[config.mk]
export PLATFORM = sky130hd
export DESIGN_NAME = uart_transmitter
export DESIGN_NICKNAME = d
export VERILOG_FILES = /design/src/rtl/awg_uart_pkg.sv /design/src/rtl/sync_fifo.sv /design/src/rtl/uart_transmitter.sv
export SDC_FILE = /design/constraint.sdc
export NUM_CORES = 1
export LEC_CHECK = 0
export ABC_AREA = 1
export BUFFER_PORTS_ARGS = -buffer_cell sky130_fd_sc_hd__buf_4
export CAP_MARGIN = 0
export CELL_PAD_IN_SITES_DETAIL_PLACEMENT = 0
export CELL_PAD_IN_SITES_GLOBAL_PLACEMENT = 2
export CORE_MARGIN = 2
export CORE_UTILIZATION = 41
export DETAILED_ROUTE_END_ITERATION = 12
export HOLD_SLACK_MARGIN = 0.06
export PLACE_DENSITY = 0.9
export SKIP_CTS_REPAIR_TIMING = 1
export SLEW_MARGIN = 20
export SYNTH_ARGS = -nofsm -noshare
export SYNTH_HDL_FRONTEND = slang
export SYNTH_HIERARCHICAL = 1
export SYNTH_SLANG_ARGS = --single-unit
export TNS_END_PERCENT = 20
[constraint.sdc]
create_clock -name clk -period 4.8 [get_ports clk]
set_input_delay 0.72 -clock clk [delete_from_list [all_inputs] [get_ports clk]]
set_output_delay 0.72 -clock clk [all_outputs]
set_load 0.01 [all_outputs]
[src/rtl/awg_uart_pkg.sv]
// Shared definitions for the AWG serial link (transmitter and receiver).
// Provides the transmit FSM state encoding, the frame data width and the
// default baud divider for a 10 MHz clock at 115200 baud.
package awg_uart_pkg;

  localparam int unsigned UART_DATA_BITS       = 8;
  localparam int unsigned DEFAULT_CLKS_PER_BIT = 87;

  typedef enum logic [1:0] {
    IDLE  = 2'd0,
    START = 2'd1,
    DATA  = 2'd2,
    STOP  = 2'd3
  } tx_state_t;

endpackage

[src/rtl/sync_fifo.sv]
// Synchronous circular-buffer FIFO with occupancy count.
// Ports:
//   clk, rst_n       - clock, synchronous active-low reset
//   push, push_data  - write request (ignored while full)
//   pop, pop_data    - read request (ignored while empty); pop_data shows head
//   full, empty      - status flags derived from the registered count
//   count            - occupied entries, 0..DEPTH
module sync_fifo #(
  parameter int unsigned WIDTH = 8,
  parameter int unsigned DEPTH = 4
) (
  input  logic                       clk,
  input  logic                       rst_n,
  input  logic                       push,
  input  logic [WIDTH-1:0]           push_data,
  input  logic                       pop,
  output logic [WIDTH-1:0]           pop_data,
  output logic                       full,
  output logic                       empty,
  output logic [$clog2(DEPTH):0]     count
);

  localparam int unsigned AW = $clog2(DEPTH);
  localparam int unsigned CW = AW + 1;

  logic [WIDTH-1:0] mem [DEPTH];
  logic [AW-1:0]    wr_ptr;
  logic [AW-1:0]    rd_ptr;
  logic [CW-1:0]    cnt;
  logic             do_push;
  logic             do_pop;

  assign full     = (cnt == CW'(DEPTH));
  assign empty    = (cnt == '0);
  assign do_push  = push && !full;
  assign do_pop   = pop && !empty;
  assign pop_data = mem[rd_ptr];
  assign count    = cnt;

  // Pointers wrap naturally because DEPTH is a power of two.
  always_ff @(posedge clk) begin
    if (!rst_n) begin
      wr_ptr <= '0;
      rd_ptr <= '0;
      cnt    <= '0;
    end else begin
      if (do_push) wr_ptr <= wr_ptr + AW'(1);
      if (do_pop)  rd_ptr <= rd_ptr + AW'(1);
      case ({do_push, do_pop})
        2'b10:   cnt <= cnt + CW'(1);
        2'b01:   cnt <= cnt - CW'(1);
        default: cnt <= cnt;
      endcase
    end
  end

  // Storage needs no reset; stale entries are never visible through count.
  always_ff @(posedge clk) begin
    if (do_push) mem[wr_ptr] <= push_data;
  end

endmodule

[src/rtl/uart_transmitter.sv]
// 8N1 UART transmitter, LSB first, fed from a small byte FIFO.
// Ports:
//   clk, rst_n   - clock, synchronous active-low reset
//   tx_data      - byte to queue
//   tx_valid     - tx_data valid; accepted when tx_ready is also high
//   tx_ready     - FIFO not full
//   uart_tx      - registered serial line, idles high
//   tx_busy      - FSM active or bytes still queued
//   fifo_count   - queued bytes
module uart_transmitter
  import awg_uart_pkg::*;
#(
  parameter int unsigned CLKS_PER_BIT = DEFAULT_CLKS_PER_BIT,
  parameter int unsigned FIFO_DEPTH   = 4
) (
  input  logic                          clk,
  input  logic                          rst_n,
  input  logic [7:0]                    tx_data,
  input  logic                          tx_valid,
  output logic                          tx_ready,
  output logic                          uart_tx,
  output logic                          tx_busy,
  output logic [$clog2(FIFO_DEPTH):0]   fifo_count
);

  localparam int unsigned CNT_W = (CLKS_PER_BIT > 2) ? $clog2(CLKS_PER_BIT) : 1;
  localparam int unsigned IDX_W = $clog2(UART_DATA_BITS);

  tx_state_t                   state;
  tx_state_t                   state_next;
  logic [CNT_W-1:0]            baud_cnt;
  logic [CNT_W-1:0]            baud_next;
  logic [IDX_W-1:0]            bit_idx;
  logic [IDX_W-1:0]            idx_next;
  logic [UART_DATA_BITS-1:0]   sh;
  logic [UART_DATA_BITS-1:0]   sh_next;
  logic                        line_next;
  logic                        bit_done;
  logic                        pop;
  logic                        fifo_full;
  logic                        fifo_empty;
  logic [UART_DATA_BITS-1:0]   fifo_data;

  // Byte queue between the upstream handshake and the serialiser.
  sync_fifo #(
    .WIDTH (UART_DATA_BITS),
    .DEPTH (FIFO_DEPTH)
  ) u_fifo (
    .clk       (clk),
    .rst_n     (rst_n),
    .push      (tx_valid),
    .push_data (tx_data),
    .pop       (pop),
    .pop_data  (fifo_data),
    .full      (fifo_full),
    .empty     (fifo_empty),
    .count     (fifo_count)
  );

  assign tx_ready = !fifo_full;
  assign tx_busy  = (state != IDLE) || !fifo_empty;
  assign bit_done = (baud_cnt == CNT_W'(CLKS_PER_BIT - 1));

  // State register.
  always_ff @(posedge clk) begin
    if (!rst_n) state <= IDLE;
    else        state <= state_next;
  end

  // Next-state logic; pops happen only when leaving IDLE or at the end of STOP.
  always_comb begin
    state_next = state;
    pop        = 1'b0;
    case (state)
      IDLE: begin
        if (!fifo_empty) begin
          pop        = 1'b1;
          state_next = START;
        end
      end
      START: begin
        if (bit_done) state_next = DATA;
      end
      DATA: begin
        if (bit_done && (bit_idx == IDX_W'(UART_DATA_BITS - 1))) state_next = STOP;
      end
      STOP: begin
        if (bit_done) begin
          if (!fifo_empty) begin
            pop        = 1'b1;
            state_next = START;
          end else begin
            state_next = IDLE;
          end
        end
      end
      default: state_next = IDLE;
    endcase
  end

  // Output/datapath next values; the line register is loaded with the level
  // of the state being entered so uart_tx changes on the same edge.
  always_comb begin
    sh_next   = pop ? fifo_data : sh;
    baud_next = baud_cnt;
    idx_next  = bit_idx;
    line_next = 1'b1;

    if ((state == IDLE) || (state_next == IDLE) || bit_done) baud_next = '0;
    else                                                    baud_next = baud_cnt + CNT_W'(1);

    if ((state != DATA) || (state_next != DATA)) idx_next = '0;
    else if (bit_done)                           idx_next = bit_idx + IDX_W'(1);

    case (state_next)
      START:   line_next = 1'b0;
      DATA:    line_next = sh_next[idx_next];
      default: line_next = 1'b1;
    endcase
  end

  // Baud counter, bit index, shifter and line register.
  always_ff @(posedge clk) begin
    if (!rst_n) begin
      baud_cnt <= '0;
      bit_idx  <= '0;
      sh       <= '0;
      uart_tx  <= 1'b1;
    end else begin
      baud_cnt <= baud_next;
      bit_idx  <= idx_next;
      sh       <= sh_next;
      uart_tx  <= line_next;
    end
  end

endmodule

==> summary.md <==
| Metric | Value |
|---|---|
| Die Y | `88.45 um` |
| CP delay by family, top | `adder cells` |
| Cell Area, Placed | `3115 um^2` |
| N_diodes | `0` |
| Initial antenna violation count | `0` |
| HP Class | `flip-flop to flip-flop` |
| VDD IR max | `272.5 uV` |
| Worst EP arrival | `2860 ps` |
| CTS Buffer Depth | `2` |
| Gr ovfl total | `0` |
| Routed met3 length | `202 um` |
| Final hold violations | `0` |
| Pleak | `1.424 nW` |
| PwrDens | `587.0 nW/um^2` |
| Finish-stage setup viols | `0` |
| Register-to-Register Path Depth | `16` |
| Starting Density | `42.80%` |
| FMAX | `0.3807 GHz` |
| CP required | `5040 ps` |
| Core Footprint | `6832 um^2` |
| Port Buffers | `16` |
| Crit share post-route | `54.72%` |
| Multi-input logic area | `1152 um^2` |
| Via Count | `1991` |
| Placer Congestion | `0.7633` |
| CP Buf/Inv Count | `5` |
| Die ar. | `7823 um^2` |
| Warnings, synthesis | `6` |
| Max incr delay on CP | `430 ps` |
| Register area | `1562 um^2` |
| Clock slew at reported path FFs | `70 ps` |
| First drt pass iteration count | `4` |
| Root Driver | `clkbuf_8` |
| Leading area contributor after synthesis | `edfxtp_1` |
| Clock Sinks | `62` |
| Met2 routed wirelength | `2.359 mm` |
| Total wire length | `5.019 mm` |
| Outcome | `complete, no violations` |
| Hold path cells | `1` |
| Max Used Layer | `met4` |
| DRC | `0` |
| Most frequent cells in the layout | `nor2_1 (48), nand2_1 (42), inv_1 (40), edfxtp_1 (32), dfxtp_1 (30)` |
| Critical path peak fanout | `13` |
| Commonest non-fill, non-tap cell in the layout | `nor2_1` |
| Hold worst-path end | `baud_cnt[0]$_SDFF_PP0_` |
| CP startpoint kind | `flip-flop` |
| Flops & latches, synth | `62` |
| Area Overhead vs Synth | `15.79%` |
| Gr usage total | `14.66%` |
| Post-Syn Nets | `331` |
| Clk_lat worst skew | `340 ps` |
| Row count | `30` |
| Met1 WL | `2.356 mm` |
| I/O pins | `17` |
| Max-slew violations | `0` |
| Yosys cell types | `31` |
| Nets@finish | `353` |
| Setup TNS | `0 ps` |
| Critical R2R Capture | `u_fifo/count[2]$_SDFFE_PN0P_` |
| RSZ-0062 raised after global routing | `false` |
| Post-synthesis sequential area ratio | `53.40%` |
| Maxcap violations | `0` |
| CP cell instances | `inv_1 > ha_1 > nor2_1 > nand2_1 > inv_1 > nand2_1 > inv_1 > ha_1 > inv_1 > fa_1 > inv_1 > nand2_1 > nand3_1 > nand2_1 > nand2_1 > nor2_1` |
| # fillers | `649` |
| Pin count of the biggest net entering global routing | `18` |
| H-tree Lvls | `3` |
| Detail Route Antenna Nets | `0` |
| Worst hold path startpoint | `baud_cnt[0]$_SDFF_PP0_` |
| CTS tree | `built` |
| Final instance area | `3386 um^2` |
| Worst R2R Start | `state[0]$_SDFF_PN0_` |
| Netlist Area Pre-Place | `2924 um^2` |
| Top cell type's share of synthesized area | `32.86%` |
| WS Path Type | `flip-flop to flip-flop` |
| WL per Instance | `11.73 um` |
| Average size of a mapped cell | `9.587 um^2` |
| Reg2Reg Setup Slack | `2170 ps` |
| Die W | `88.45 um` |
| Max-slew headroom | `46.88%` |
| Worst-margin pin slew | `793.8 ps` |
| DR iter-0 viols | `85` |
| Slowest CP cell | `dfxtp_1` |
| CTS buffer count | `9` |
| Period minus WS final | `2627 ps` |
| Critical path capture point type | `flip-flop` |
| First-pass GRT wire length | `8.514 mm` |
| Via density | `4.652` |
| Share of cells above drive strength 1 | `16.87%` |
| Vias in the first global route | `1888` |
| Post-Syn Instances | `305` |
| Layout Skew | `8.969 ps` |
| Ranking of synthesized cells by area | `edfxtp_1 (33%), dfxtp_1 (21%), nor2_1 (6.2%), ha_1 (6.0%), nand2_1 (5.4%)` |
| HPWL after detailed placement | `3.462 mm` |
## worst max-delay path by stage
stage                                 from                            to  slack (ps)  cells after the start
floorplan              state[0]$_SDFF_PN0_  u_fifo/count[2]$_SDFFE_PN0P_        2520                     17
global route        baud_cnt[0]$_SDFF_PP0_  u_fifo/count[2]$_SDFFE_PN0P_        1840                     19
CTS                 baud_cnt[0]$_SDFF_PP0_  u_fifo/count[2]$_SDFFE_PN0P_        2140                     19
finish                 state[0]$_SDFF_PN0_  u_fifo/count[2]$_SDFFE_PN0P_        2170                     16
global placement       state[0]$_SDFF_PN0_  u_fifo/count[2]$_SDFFE_PN0P_        2230                     16
detailed placement  baud_cnt[0]$_SDFF_PP0_  u_fifo/count[2]$_SDFFE_PN0P_        2160                     19
## cells in the mapped netlist
cell type and instances:
o211ai_1 1, nand2_4 3, nor2_2 4, fa_1 1
nand4_1 4, ha_1 14, edfxtp_1 32, nand2_1 42
nand2_2 5, o21ai_2 3, o21ai_1 4, buf_6 4
inv_2 3, xnor2_1 1, o21ai_0 17, dfxtp_1 30
inv_1 40, nor3b_1 1, a21oi_1 6, nor2_1 48
clkbuf_1 1, nand3_4 3, nand3b_1 1, nand3_1 15
xor2_1 3, o22ai_1 8, nor3_1 2, nor2_8 1
or2_2 1, nor2_4 1, mux2i_1 6
## where the power goes
part | switching, W | internal [W] | total (W) | leakage, nW
Combinational | 0.000424 | 0.000240 | 0.000665 | 0.751
Sequential | 0.0000647 | 0.000646 | 0.000711 | 0.539
Clock | 0.000212 | 0.000400 | 0.000612 | 0.134
## layout make-up
type,count,share of cell area [%]
Clock buffer,9,3.659
Clock inverter,7,4.324
Inverter,43,4.767
Multi-Input combinational cell,195,34.04
Sequential cell,62,46.12
Tap cell,96,3.548
Timing Repair Buffer,16,3.548
## layer usage
metal | global-route usage, % | vias up
met3 | 2.985 | 8
met4 | 8.678 | 0
met1 | 18.76 | 905
met5 | 0 | -
met2 | 23.03 | 34
li1 | - | 1044
## state kept, by name, indices dropped and copies added (netlist names), named ones only
register / count
u_fifo/count: 3
u_fifo/mem: 32
uart_tx: 1
sh: 8
bit_idx: 3
u_fifo/wr_ptr: 2
state: 2
baud_cnt: 7
u_fifo/rd_ptr: 2
## per-stage QoR
stage | std cells | total power, W | hold slack, ps | util [%] | setup slack (ps)
finish | 428 | 0.001988 | 471.7 | 49.56 | 2173
floorplan | 305 | 0.001268 | 430.0 | - | 2516
global route | 428 | 0.002144 | 516.8 | 49.56 | 1838
global placement | 412 | 0.001397 | 442.8 | 45.60 | 2225
detailed placement | 412 | 0.001395 | 457.5 | 45.60 | 2156
CTS | 428 | 0.002015 | 474.1 | 49.56 | 2138
## kinds of logic after synthesis
family | count (synthesis) | synth area share [%]
adders and majority gates | 15 | 6.675
AOI/OAI and AO/OA | 39 | 7.489
DFF | 62 | 53.40
buffers and inverters | 48 | 7.188
xor gates and xnor gates | 4 | 1.198
muxes | 6 | 2.054
and+or+nand+nor | 131 | 21.99
(Power assumes the default switching activity.)
